<file path="src/rtl/demux_pkg.sv">
// Shared constants for the virtual-channel demux: FSM encoding, VC indices,
// and statistics counter width.
package demux_pkg;

   localparam logic [1:0] ST_IDLE  = 2'd0;
   localparam logic [1:0] ST_FETCH = 2'd1;
   localparam logic [1:0] ST_HOLD  = 2'd2;

   localparam logic VC0 = 1'b0;
   localparam logic VC1 = 1'b1;

   localparam int unsigned STAT_W = 8;

endpackage

</file>
<file path="src/rtl/vc_demux_if.sv">
// Bus between the main FIFO, the demux, and the two VC FIFOs.
// The slave modport is the demux side; master is the surrounding FIFO side.
interface vc_demux_if #(
   parameter int unsigned DATA_SIZE = 6
);

   logic                 fifo_empty_main;
   logic [DATA_SIZE-1:0] data_demux_vc;
   logic                 pause_vc0;
   logic                 pause_vc1;
   logic                 pop_main;
   logic                 push_vc0;
   logic                 push_vc1;
   logic [DATA_SIZE-1:0] data_vc;
   logic                 demux_idle;

   modport slave (
      input  fifo_empty_main, data_demux_vc, pause_vc0, pause_vc1,
      output pop_main, push_vc0, push_vc1, data_vc, demux_idle
   );

   modport master (
      output fifo_empty_main, data_demux_vc, pause_vc0, pause_vc1,
      input  pop_main, push_vc0, push_vc1, data_vc, demux_idle
   );

endinterface

</file>
<file path="src/rtl/sat_counter.sv">
// Saturating up-counter with synchronous clear; used for demux statistics.
module sat_counter #(
   parameter int unsigned STAT_W = 8
) (
   input  logic              clk,
   input  logic              clear,
   input  logic              inc,
   output logic [STAT_W-1:0] cnt
);

   logic [STAT_W-1:0] cnt_q;

   // Clear wins over increment; holds at all-ones once saturated.
   always_ff @(posedge clk) begin
      if (clear) begin
         cnt_q <= '0;
      end else if (inc && (cnt_q != {STAT_W{1'b1}})) begin
         cnt_q <= cnt_q + STAT_W'(1);
      end
   end

   assign cnt = cnt_q;

endmodule

</file>
<file path="src/rtl/vc_demux.sv">
// Routes main-FIFO words to VC0/VC1 by MSB, holding a word while its VC pauses.
// Optional statistics counters are enabled with the DEMUX_STATS_EN macro.
module vc_demux
   import demux_pkg::*;
#(
   parameter int unsigned DATA_SIZE = 6
) (
   input  logic              clk,
   input  logic              reset,
   vc_demux_if.slave         bus
`ifdef DEMUX_STATS_EN
   ,
   output logic [STAT_W-1:0] cnt_vc0,
   output logic [STAT_W-1:0] cnt_vc1,
   output logic [STAT_W-1:0] cnt_stall
`endif
);

   localparam int unsigned MSB = DATA_SIZE - 1;

   logic [1:0]           state_q, state_d;
   logic [DATA_SIZE-1:0] hold_q, hold_d;

   logic                 can_pop;
   logic [DATA_SIZE-1:0] word;
   logic                 dest_paused;
   logic                 pop_c;
   logic                 push0_c;
   logic                 push1_c;
   logic [DATA_SIZE-1:0] data_c;

   always_ff @(posedge clk) begin
      if (reset) begin
         state_q <= ST_IDLE;
         hold_q  <= '0;
      end else begin
         state_q <= state_d;
         hold_q  <= hold_d;
      end
   end

   // Next state and strobes; FETCH and HOLD differ only in the word source.
   always_comb begin
      state_d     = state_q;
      hold_d      = hold_q;
      pop_c       = 1'b0;
      push0_c     = 1'b0;
      push1_c     = 1'b0;
      data_c      = '0;
      word        = '0;
      dest_paused = 1'b0;
      can_pop     = !bus.fifo_empty_main && !(bus.pause_vc0 && bus.pause_vc1);

      case (state_q)
         ST_IDLE: begin
            pop_c = can_pop;
            if (can_pop) begin
               state_d = ST_FETCH;
            end
         end
         ST_FETCH, ST_HOLD: begin
            word        = (state_q == ST_HOLD) ? hold_q : bus.data_demux_vc;
            dest_paused = (word[MSB] == VC1) ? bus.pause_vc1 : bus.pause_vc0;
            if (!dest_paused) begin
               push0_c = (word[MSB] == VC0);
               push1_c = (word[MSB] == VC1);
               data_c  = word;
               pop_c   = can_pop;
               state_d = can_pop ? ST_FETCH : ST_IDLE;
            end else begin
               hold_d  = word;
               state_d = ST_HOLD;
            end
         end
         default: begin
            state_d = ST_IDLE;
         end
      endcase

      // Reset cycle: whatever is in flight is dropped without a push or pop.
      if (reset) begin
         pop_c   = 1'b0;
         push0_c = 1'b0;
         push1_c = 1'b0;
         data_c  = '0;
      end
   end

   assign bus.pop_main   = pop_c;
   assign bus.push_vc0   = push0_c;
   assign bus.push_vc1   = push1_c;
   assign bus.data_vc    = data_c;
   assign bus.demux_idle = reset || (state_q == ST_IDLE);

`ifdef DEMUX_STATS_EN
   logic stall_inc;

   assign stall_inc = (state_q == ST_HOLD) && !reset;

   sat_counter #(.STAT_W(STAT_W)) u_cnt_vc0 (
      .clk   (clk),
      .clear (reset),
      .inc   (push0_c),
      .cnt   (cnt_vc0)
   );

   sat_counter #(.STAT_W(STAT_W)) u_cnt_vc1 (
      .clk   (clk),
      .clear (reset),
      .inc   (push1_c),
      .cnt   (cnt_vc1)
   );

   sat_counter #(.STAT_W(STAT_W)) u_cnt_stall (
      .clk   (clk),
      .clear (reset),
      .inc   (stall_inc),
      .cnt   (cnt_stall)
   );
`endif

endmodule

</file>
<file path="src/flat_wrapper.sv">
// flat-port wrapper written by rule: the top's interface ports become plain ports
module vc_demux_flat import demux_pkg::*;
#(
   parameter int unsigned DATA_SIZE = 6
)
  (clk, reset, bus_fifo_empty_main, bus_data_demux_vc, bus_pause_vc0, bus_pause_vc1, bus_pop_main, bus_push_vc0, bus_push_vc1, bus_data_vc, bus_demux_idle);
  vc_demux_if #(.DATA_SIZE(DATA_SIZE)) bus_i ();
  input  logic clk;
  input  logic reset;
  input wire logic [$bits(bus_i.fifo_empty_main)-1:0] bus_fifo_empty_main;
  input wire logic [$bits(bus_i.data_demux_vc)-1:0] bus_data_demux_vc;
  input wire logic [$bits(bus_i.pause_vc0)-1:0] bus_pause_vc0;
  input wire logic [$bits(bus_i.pause_vc1)-1:0] bus_pause_vc1;
  output wire logic [$bits(bus_i.pop_main)-1:0] bus_pop_main;
  output wire logic [$bits(bus_i.push_vc0)-1:0] bus_push_vc0;
  output wire logic [$bits(bus_i.push_vc1)-1:0] bus_push_vc1;
  output wire logic [$bits(bus_i.data_vc)-1:0] bus_data_vc;
  output wire logic [$bits(bus_i.demux_idle)-1:0] bus_demux_idle;
  assign bus_i.fifo_empty_main = bus_fifo_empty_main;
  assign bus_i.data_demux_vc = bus_data_demux_vc;
  assign bus_i.pause_vc0 = bus_pause_vc0;
  assign bus_i.pause_vc1 = bus_pause_vc1;
  assign bus_pop_main = bus_i.pop_main;
  assign bus_push_vc0 = bus_i.push_vc0;
  assign bus_push_vc1 = bus_i.push_vc1;
  assign bus_data_vc = bus_i.data_vc;
  assign bus_demux_idle = bus_i.demux_idle;
  vc_demux #(.DATA_SIZE(DATA_SIZE)) u_core (.clk(clk), .reset(reset), .bus(bus_i));
endmodule
</file>
<file path="config.mk">
export PLATFORM = sky130hd
export DESIGN_NAME = vc_demux_flat
export DESIGN_NICKNAME = d
export VERILOG_FILES = /design/src/rtl/demux_pkg.sv /design/src/rtl/vc_demux_if.sv /design/src/rtl/sat_counter.sv /design/src/rtl/vc_demux.sv /design/src/flat_wrapper.sv
export SDC_FILE = /design/constraint.sdc
export NUM_CORES = 1
export LEC_CHECK = 0
export CORE_MARGIN = 4
export CORE_UTILIZATION = 27
export DETAILED_ROUTE_END_ITERATION = 7
export GPL_TIMING_DRIVEN = 0
export PLACE_DENSITY = 0.54
export SLEW_MARGIN = 20
export SYNTH_ARGS = -nofsm -noshare
export SYNTH_HDL_FRONTEND = slang
export SYNTH_HIERARCHICAL = 1
export SYNTH_SLANG_ARGS = --single-unit
</file>
<file path="constraint.sdc">
create_clock -name clk -period 1.7 [get_ports clk]
set_input_delay 0.34 -clock clk [delete_from_list [all_inputs] [get_ports clk]]
set_output_delay 0.34 -clock clk [all_outputs]
set_load 0.02 [all_outputs]
</file>
Word-level counts from Yosys, hierarchy flattened
Index checks and enable logic that the tools add are counted.

word-level totals
  register bits after elaboration = 8
  output and inout bits = 10
  input bits = 11
  logic and storage cells = 32

cells by class
  eq/ne operators = 3
  bitwise operators = 1
  multiplexer cells = 18
  reductions and logical operators = 8

operators by type and width
  operator              number
  $mux W6               4
  $mux W1               10
  $mux W2               2
  $pmux W2 S2           1
  $eq A2 B1 Y1 const B  1
  $eq A2 B2 Y1 const B  1
  $logic_and A1 B1 Y1   2
  $logic_not A1 Y1      2
  $logic_not A2 Y1      1
  $ne A2 B1 Y1 const B  1
  $pmux W1 S2           1
  $reduce_and A2 Y1     1
  $reduce_or A2 Y1      1
  $logic_or A1 B1 Y1    1
  $not A1 Y1            1

Depth between registers and ports, before layout
Gate-level depths: netlist of the first run.

  depth after elaboration = 6
  depth in mapped cells = 6
  gate-level depth less buffers = 5

Worst setup path after synthesis of the first run
No wires, ideal clock.

  kind = reg-to-output
  start point = register u_core.state_q[0]
  end point = output bus_data_vc[0]
  cell stages (with the launch flop) = 7
  path slack = -469 ps
  path buffers = 1
  arrival time = 1829 ps
  required time = 1360 ps
  cells stage by stage = dfxtp_1 -> inv_1 -> ha_1 -> buf_6 -> mux2i_1 -> mux2_4 -> nor3_1

between the ends
  word-level cells in the longest chain between the ends = 6
  elaborated cells between the ends (all ways) = 8
  those cells by class = 2 x eq/ne; 5 x mux; 1 x reduce/logical

ends and longest elaborated chain
  element                 line                            RTL
  from (decl)             vc_demux.sv:21                  logic [1:0] state_q, state_d;
  from (signal assigned)  vc_demux.sv:37                  state_q <= state_d;
  $eq A2 B2 Y1            vc_demux.sv:54, vc_demux.sv:62
  $mux W6                 vc_demux.sv:62                  word = (state_q == ST_HOLD) ? hold_q : bus.data_demux_vc;
  $mux W1                 vc_demux.sv:63                  dest_paused = (word[MSB] == VC1) ? bus.pause_vc1 : bus.pause_vc0;
  $mux W6                 vc_demux.sv:64                  if (!dest_paused) begin
  $mux W6 (*)             vc_demux.sv:54                  case (state_q)
  $mux W6 (*)             vc_demux.sv:81                  if (reset) begin
  to (decl)               flat_wrapper.sv:17              output wire logic [$bits(bus_i.data_vc)-1:0] bus_data_vc;

Mark *: on every way between the ends. The rest lies on a longest branch, timed or not.

Worst setup path after layout of the first run
  start point = register u_core.state_q[0]
  end point = output bus_data_vc[1]

Same word-level chain as after synthesis.

==> results.json, run 1 <==
{
  "cts.sink_count": 8,
  "dpl.hpwl_mm": 1.14,
  "drv.max_cap_violation_count": 0,
  "worstPathRequired_ns": 1.36,
  "vias_in_the_first_global_route": 577,
  "highest_clock_frequency_the_design_can_meet_mhz": 468,
  "finalSetupViolCount": 9,
  "yosysWarnings": 6,
  "power.switching_w": 0.000214,
  "ff_latch_area_um2": 165,
  "finalSetupTns_ns": -3.40,
  "count_leader_synth": "o21ai_0",
  "critical_path.cell_chain": "inv_2 -> ha_4 -> mux2i_4 -> mux2_4 -> nor3_4 -> buf_6",
  "synth_cells": 74,
  "fp.coreArea_um2": 2020,
  "max_slew_margin": 0.747,
  "cts.hold.buffers_added": 0,
  "report.final.hold_viol_count": 0,
  "cp.arrival_ns": 1.80,
  "area_share_of_the_leading_cell_type_in_the_synthesized_netlist": 0.273,
  "synth_flop_cell": "dfxtp_1",
  "worst_path_largest_cell_delay_ns": 0.43,
  "period_share": 1.26,
  "sequentialPowerShare": 0.342,
  "final.hold.worst_slack_ns": 0.405,
  "violated_checks": "negative setup slack",
  "grtUsageTotal": 0.122,
  "synth_enable_flop_cells": 0,
  "grt-ovfl-total": 0,
  "setup_ws_ns": -0.437,
  "status": "complete, but fails checks",
  "finalCoreUtilization": 0.513,
  "first_pass_grt_wire_length_mm": 2.54,
  "comb_power_share": 0.413,
  "cts_inserted_buffers": 3,
  "startpoint_type": "flop",
  "clockBufferDepth": 2,
  "synthDominantAreaCellType": "dfxtp_1",
  "finalWorstPathRequiredPeriod_ns": 2.14,
  "netlist_top_cells_count": "o21ai_0, a21oi_1, dfxtp_1",
  "swShare": 0.348,
  "p_per_area_nw_per_um2": 593,
  "p_int_w": 0.000401,
  "via_count": 627,
  "drive_gt1_frac": 0.402,
  "wl_met2_um": 702,
  "core_rows": 16,
  "drcViolationCount": 0,
  "worst_r2r_path_depth": 5,
  "grt_antenna_before_repair": 0,
  "die_area_um2": 2980,
  "timing_worst_setup_path_type": "reg -> out",
  "sequential_share_of_the_synthesized_area": 0.273,
  "place.gp.congestion": 0.735,
  "met3_wirelength_um": 109,
  "post_synth_instance_area_um2": 587,
  "first_iter_violations": 18,
  "worstSetupEndpointType": "primary output",
  "design.final.nets": 118,
  "initial_core_util": 0.290,
  "crit_path_top_delay_cell": "mux2_4",
  "fillers": 195,
  "areaGrowthSynthToFinish_pct": 76.8,
  "final_wl_mm": 1.65,
  "post_synthesis_sequential_element_count": 8,
  "count_of_input_and_output_buffers": 19,
  "number_of_top_level_pins": 21,
  "dieHeight_um": 54.6,
  "post_synth_num_cell_types": 25,
  "skew_ns": 0.00387,
  "number_of_diodes_added_for_antenna_fixing": 0,
  "cts.root.buffer_cell": "clkbuf_4",
  "grt_max_degree": 10,
  "grt_setup_unrepaired": "true",
  "worst_r2r_startpoint": "u_core/state_q[0]",
  "synth.net_count": 88,
  "worstSetupEndpoint": "bus_data_vc[1]",
  "crit_path_max_fanout": 8,
  "clock_insertion_delay_worst_skew_ns": 0.25,
  "cts_tree": "built",
  "detail_route.vias_per_cell": 4.86,
  "clock_tree.htree_level_count": 1,
  "ir_drop_v": 0.000321,
  "power.share.clock": 0.246,
  "synth_area_leaders": "dfxtp_1, mux2i_1, o21ai_0",
  "min_delay_path_class": "in -> reg",
  "synthArstFlopShare": 0,
  "die-width_um": 54.6,
  "wl_met1_um": 820,
  "p_leak_nw": 0.408,
  "clkSlewWorstSetupHoldPaths_ns": 0.06,
  "startpoint": "u_core/state_q[0]",
  "syn-mean-instance-area_um2": 7.93,
  "drt-pass1-iter-count": 4,
  "reg2reg_setup_slack_ns": 0.10,
  "tightest_slew_ns": 0.369,
  "report.final.slew_viol_count": 0,
  "antenna_violating_nets_post_route": 0,
  "dr.max_layer_used": "met4",
  "avgRoutedWirePerCell_um": 12.8,
  "area_taken_by_multi_input_logic_gates_um2": 517,
  "regToRegEndpoint": "u_core/state_q[1]"
}
-- cell type report --
cell class                 instances  area share
multi-input combinational         56       0.498
timing repair buffer              26       0.238
sequential                         8       0.159
tap                               27      0.0326
buffer                             3      0.0290
clock buffer                       3      0.0217
inverter                           6      0.0217
-- routing by layer --
metal / vias up / global-route usage
li1: 325 / -
met1: 278 / 0.162
met2: 22 / 0.177
met3: 2 / 0.0245
met4: 0 / 0.0747
met5: - / 0
-- cell families (layout without fill, tap and decap cells) --
| logic type | Yosys count | after routing | share of synthesized area |
|---|---|---|---|
| simple gates | 22 | 22 | 0.194 |
| flops | 8 | 8 | 0.273 |
| compound gates | 22 | 22 | 0.220 |
| fa+ha+maj | 3 | 3 | 0.0640 |
| buf+inv | 10 | 38 | 0.0853 |
| mux | 9 | 9 | 0.164 |
-- critical path: cells and delay by family (launching register included) --
family / cells / cell delay [ns]
adder cells (fa/ha/maj): 1 / 0.15
buffers and inverters: 2 / 0.21
flip-flops: 1 / 0.33
multiplexers: 2 / 0.72
AND/OR/NAND/NOR: 1 / 0.14
-- worst min-delay path by stage --
stage,cells past startpoint,to,startpoint
CTS,2,u_core/hold_q[5],reset
detailed placement,2,u_core/hold_q[3],u_core/hold_q[3]
finish,2,u_core/hold_q[0],reset
global route,2,u_core/hold_q[2],reset
floorplan,2,u_core/hold_q[0],u_core/hold_q[0]
global placement,2,u_core/hold_q[2],u_core/hold_q[2]
-- cells in the final DEF (no fill, tap or decap), types with 4 or more instances in the layout --
cell type	count
mux2i_1	6
o21ai_0	8
clkdlybuf4s50_1	7
inv_1	4
buf_6	9
buf_4	8
dfxtp_1	6
nand3_1	5
nor3_4	6
a21oi_1	8
-- what timing repair did --
item	in CTS	in global routing
setup endpoints to repair	11	10
gates resized for setup	62	3
buffers inserted	6	1
gates cloned	0	0
pin swaps	3	2
-- metrics by stage --
step	power [W]	instances	instance area [µm²]	setup slack, ns
6_report	0.000615	129	1040	-0.437
3_5_place_dp	0.000436	120	936	-1.05
3_3_place_gp	0.000436	120	936	-1.04
2_1_floorplan	0.000360	74	712	-0.177
5_1_grt	0.000662	129	1040	-0.504
4_1_cts	0.000624	128	1020	-0.467
-- power groups by stage --
stage	Clock [W]	Combinational, W	Sequential, W
floorplan	0	0.000146	0.000214
finish	0.000151	0.000254	0.000210
CTS	0.000164	0.000250	0.000210
global placement	0	0.000220	0.000216
detailed placement	0	0.000220	0.000216
global route	0.000173	0.000277	0.000212
-- state kept, by name, indices dropped and copies added, names as in the netlist --
| register | cells |
|---|---|
| u_core/hold_q | 6 |
| u_core/state_q | 2 |
No activity file was read; power rests on OpenSTA's default activity.
==> run 2: changes to the inputs <==
- CORE_MARGIN: 4 -> 8
- PLACE_DENSITY: 0.54 -> 0.52
- clock period: 1.7 -> 2.7 ns (I/O delays scaled with it)
==> results.json, run 2 (same netlist as run 1, synthesis figures left out) <==
{
  "swShare": 0.338,
  "report.final.slew_viol_count": 0,
  "avgRoutedWirePerCell_um": 13.7,
  "tightest_slew_ns": 0.357,
  "grt_setup_unrepaired": "false",
  "number_of_diodes_added_for_antenna_fixing": 0,
  "number_of_top_level_pins": 21,
  "cts.hold.buffers_added": 0,
  "status": "finished clean",
  "cts_inserted_buffers": 3,
  "cts.sink_count": 8,
  "crit_path_max_fanout": 8,
  "drt-pass1-iter-count": 4,
  "clock_tree.htree_level_count": 1,
  "grt-ovfl-total": 0,
  "drcViolationCount": 0,
  "initial_core_util": 0.276,
  "drive_gt1_frac": 0.189,
  "dpl.hpwl_mm": 1.23,
  "cts_tree": "built",
  "die_area_um2": 3920,
  "clock_insertion_delay_worst_skew_ns": 0.26,
  "count_of_input_and_output_buffers": 19,
  "layout_commonest_cell": "clkdlybuf4s50_1",
  "startpoint_type": "input pin",
  "worstPathRequired_ns": 2.16,
  "fp.coreArea_um2": 2130,
  "antenna_violating_nets_post_route": 0,
  "skew_ns": 0.0110,
  "design.final.nets": 111,
  "first_pass_grt_wire_length_mm": 2.72,
  "power.share.clock": 0.278,
  "largest_register": "u_core/hold_q",
  "finalPower_w": 0.000345,
  "dpl_worst_slack_ns": -0.380,
  "grtUsageTotal": 0.0839,
  "setup_ws_ns": 0.109,
  "finalSetupViolCount": 0,
  "grt_antenna_before_repair": 0,
  "worstSetupEndpointType": "primary output",
  "timing_worst_setup_path_type": "in -> out",
  "clkSlewWorstSetupHoldPaths_ns": 0.05,
  "post_cts.repair.setup_buffers": 0,
  "via_count": 615,
  "final_cell_count_no_fill": 123,
  "p_int_w": 0.000228,
  "final_area_um2": 846,
  "min_delay_path_class": "reg -> reg",
  "largest_reg_flops": 6,
  "first_iter_violations": 13,
  "cp.arrival_ns": 2.05,
  "sequentialPowerShare": 0.383,
  "die-width_um": 62.6,
  "max_slew_margin": 0.755,
  "comb_power_share": 0.338,
  "power.switching_w": 0.000117,
  "areaGrowthSynthToFinish_pct": 44.1,
  "dieHeight_um": 62.6,
  "placedCellCount": 121,
  "fillers": 223,
  "p_leak_nw": 0.357,
  "detail_route.vias_per_cell": 5.00,
  "placed_cell_area_um2": 812,
  "regs_by_ff_count": "u_core/hold_q x6, u_core/state_q x2",
  "place.gp.congestion": 0.775,
  "period_share": 0.959,
  "grt_max_degree": 10,
  "finalWorstPathRequiredPeriod_ns": 2.59,
  "cts.root.buffer_cell": "clkbuf_4",
  "core_rows": 17,
  "reg2reg_setup_slack_ns": 0.99,
  "clockBufferDepth": 2,
  "layout.cells.most_common_list": "clkdlybuf4s50_1, o21ai_0, a21oi_1, dfxtp_1",
  "drv.max_cap_violation_count": 0,
  "highest_clock_frequency_the_design_can_meet_mhz": 386,
  "final.hold.worst_slack_ns": 0.476,
  "final_wl_mm": 1.69,
  "report.final.hold_viol_count": 0,
  "p_per_area_nw_per_um2": 408,
  "vias_in_the_first_global_route": 617,
  "ir_drop_v": 0.000182
}
## run 2: cell types whose count changed in the layout (fill, tap and decap cells not counted), moves of 2 or more
cell	before	now
clkdlybuf4s50_1	7	10
ha_4	2	0
inv_1	4	6
nor3_4	6	0
buf_2	2	5
inv_2	2	0
dfxtp_1	6	8
nor3_1	0	5
ha_1	1	3
buf_6	9	1
buf_4	8	2
## run 2: metal layers
metal / vias up / GRT usage / share of wire
li1: 309 / - / -
met4: 0 / 0.0427 / 0
met5: - / 0 / 0
met2: 17 / 0.131 / 0.46
met1: 289 / 0.0973 / 0.49
met3: 0 / 0.0323 / 0.043
## run 2: area by class of cell
class	count	area, µm²	share of cell area
Multi-Input combinational cell	56	415	0.491
Timing Repair Buffer	19	166	0.197
Sequential cell	8	160	0.189
Tap cell	28	35.0	0.0414
Buffer	3	23.8	0.0281
Clock buffer	3	22.5	0.0266
Inverter	6	22.5	0.0266
## run 2: power by group through the flow
| stage | sequential (W) | clock [W] | combinational (W) |
|---|---|---|---|
| finish | 0.000132 | 0.0000960 | 0.000117 |
| detailed placement | 0.000134 | 0 | 0.000115 |
| global route | 0.000133 | 0.000104 | 0.000128 |
| CTS | 0.000132 | 0.000100 | 0.000117 |
| floorplan | 0.000133 | 0 | 0.0000687 |
| global placement | 0.000134 | 0 | 0.000115 |
## run 2: path summary, 6_finish.rpt
kind | from | to | depth (start not counted)
worst min register to register | u_core/hold_q[1] | u_core/hold_q[1] | 2
worst max-delay path | bus_data_demux_vc[5] | bus_data_vc[1] | 5
worst min-delay path | u_core/hold_q[1] | u_core/hold_q[1] | 2
worst max register to register | u_core/state_q[0] | u_core/state_q[1] | 6
## run 2: worst max-delay path: stages
cell and delay (ns):
clkdlybuf4s50_1 0.51, mux2i_4 0.22, mux2_4 0.38, nor3_1 0.20
buf_2 0.20
## run 2: timing repair
| action | 4_1_cts | 5_1_grt |
|---|---|---|
| pin swaps | 0 | 0 |
| endpoints found under the setup margin | 9 | 7 |
| resized for setup | 31 | 9 |
## run 2: per-stage QoR
stage               setup TNS, ns  utilization
CTS                             0        0.399
detailed placement          -2.21        0.382
floorplan                       0            -
finish                          0        0.398
global placement            -2.27        0.382
global route                    0        0.398
==> run 3: changes to the inputs <==
- CELL_PAD_IN_SITES_DETAIL_PLACEMENT: default -> 1
- CELL_PAD_IN_SITES_GLOBAL_PLACEMENT: default -> 1
- PLACE_DENSITY: 0.52 -> 0.69
==> results.json, run 3 (same netlist as run 1, synthesis figures left out) <==
{
  "status": "finished clean",
  "worst_hold_startpoint": "u_core/hold_q[0]",
  "ir_drop_v": 0.000207,
  "count_of_input_and_output_buffers": 19,
  "regs_by_ff_count": "u_core/hold_q x6, u_core/state_q x2",
  "first_iter_violations": 11,
  "place.gp.congestion": 0.693,
  "drcViolationCount": 0,
  "grt_max_degree": 10,
  "final_cell_count_no_fill": 125,
  "antenna_violating_nets_post_route": 0,
  "layout.cells.most_common_list": "clkdlybuf4s50_1, o21ai_0, a21oi_1, dfxtp_1",
  "holdPathEnd": "u_core/hold_q[0]",
  "layout_commonest_cell": "clkdlybuf4s50_1",
  "largest_register": "u_core/hold_q",
  "placedCellCount": 121,
  "tightest_slew_ns": 0.378,
  "cts.root.buffer_cell": "clkbuf_4",
  "dieHeight_um": 62.6,
  "die_area_um2": 3920,
  "report.final.slew_viol_count": 0,
  "areaGrowthSynthToFinish_pct": 47.1,
  "finalPower_w": 0.000348,
  "via_count": 614,
  "startpoint_type": "flop",
  "max_slew_margin": 0.741,
  "initial_core_util": 0.276,
  "clock_tree.htree_level_count": 1,
  "cp.arrival_ns": 2.06,
  "worstSetupEndpointType": "primary output",
  "highest_clock_frequency_the_design_can_meet_mhz": 385,
  "grt_antenna_before_repair": 0,
  "cts.sink_count": 8,
  "min_delay_path_class": "reg -> reg",
  "worstPathRequired_ns": 2.16,
  "fp.coreArea_um2": 2130,
  "design.final.nets": 113,
  "period_share": 0.961,
  "grt-ovfl-total": 0,
  "p_per_area_nw_per_um2": 403,
  "worst_hold_path.num_cells": 2,
  "grt_setup_unrepaired": "false",
  "clockBufferDepth": 2,
  "drv.max_cap_violation_count": 0,
  "timing_worst_setup_path_type": "reg -> out",
  "first_pass_grt_wire_length_mm": 3.02,
  "crit_path_top_delay_cell": "mux2_4",
  "cts.hold.buffers_added": 0,
  "worst_path_largest_cell_delay_ns": 0.37,
  "reg2reg_setup_slack_ns": 0.82,
  "vias_in_the_first_global_route": 650,
  "clock_insertion_delay_worst_skew_ns": 0.25,
  "dpl.hpwl_mm": 1.34,
  "number_of_diodes_added_for_antenna_fixing": 0,
  "placed_cell_area_um2": 812,
  "final_area_um2": 863,
  "avgRoutedWirePerCell_um": 14.6,
  "grtUsageTotal": 0.0913,
  "die-width_um": 62.6,
  "critical_path.cell_chain": "inv_1 -> ha_1 -> buf_6 -> mux2i_4 -> mux2_4 -> nor3_1 -> buf_2",
  "crit_path_max_fanout": 9,
  "cts_tree": "built",
  "largest_reg_flops": 6,
  "cts_inserted_buffers": 3,
  "skew_ns": 0.00842,
  "detail_route.vias_per_cell": 4.91,
  "core_rows": 17,
  "worst_r2r_path_depth": 7,
  "report.final.hold_viol_count": 0,
  "p_leak_nw": 0.366,
  "number_of_top_level_pins": 21,
  "finalSetupTns_ns": 0,
  "clkSlewWorstSetupHoldPaths_ns": 0.06,
  "drive_gt1_frac": 0.237,
  "final_wl_mm": 1.83,
  "drt-pass1-iter-count": 4,
  "finalWorstPathRequiredPeriod_ns": 2.60,
  "finalSetupViolCount": 0,
  "regToRegEndpoint": "u_core/state_q[1]",
  "worst_r2r_startpoint": "u_core/state_q[0]"
}
run 3: worst max path at each step:
| stage | start | to | slack, ns | cells after the start |
|---|---|---|---|---|
| after floorplan | u_core/state_q[0] | bus_data_vc[0] | 0.33 | 6 |
| final | u_core/state_q[0] | bus_data_vc[4] | 0.10 | 7 |
| after global routing | u_core/state_q[0] | bus_data_vc[5] | 0.005 | 8 |
| after detailed placement | bus_data_demux_vc[5] | bus_data_vc[1] | -0.41 | 5 |
| after global placement | bus_data_demux_vc[5] | bus_data_vc[3] | -0.39 | 5 |
| after CTS | u_core/state_q[0] | bus_push_vc0 | 0.02 | 6 |
run 3: area by class of cell:
cell class,instances,area [µm²]
Buffer,3,23.8
Sequential cell,8,160
Fill cell,265,1260
Multi-Input combinational cell,56,415
Inverter,6,22.5
Tap cell,28,35.0
Timing Repair Buffer,21,184
Clock buffer,3,22.5
run 3: timing repair:
item,4_1_cts,5_1_grt
gates resized for setup,37,7
buffers inserted,0,2
endpoints found under the hold margin,0,0
setup endpoints to repair,9,7
run 3: report_power, final:
group	internal (W)	switching [W]	leakage, nW	total (W)
Sequential	0.000127	0.00000582	0.0651	0.000132
Combinational	0.0000544	0.0000692	0.288	0.000124
Clock	0.0000509	0.0000411	0.0138	0.0000921
Total	0.000232	0.000116	0.366	0.000348
run 3: critical path: cells and delay by family (launching register included):
family,cells,cell delay (ns)
muxes,2,0.63
buffers and inverters,3,0.46
DFF,1,0.33
and+or+nand+nor,1,0.21
adders and majority gates,1,0.18
run 3: routing by layer:
metal / track usage / share of wire
met1: 0.108 / 0.48
met2: 0.154 / 0.47
met3: 0.0287 / 0.038
met4: 0.0256 / 0.0044
met5: 0 / 0
run 3: metrics by stage:
| step | setup WS, ns | utilization | hold WS, ns |
|---|---|---|---|
| 2_1_floorplan | 0.331 | - | 0.454 |
| 3_3_place_gp | -0.394 | 0.382 | 0.462 |
| 3_5_place_dp | -0.415 | 0.382 | 0.471 |
| 5_1_grt | 0.00502 | 0.406 | 0.508 |
| 6_report | 0.104 | 0.406 | 0.477 |
| 4_1_cts | 0.0211 | 0.392 | 0.480 |
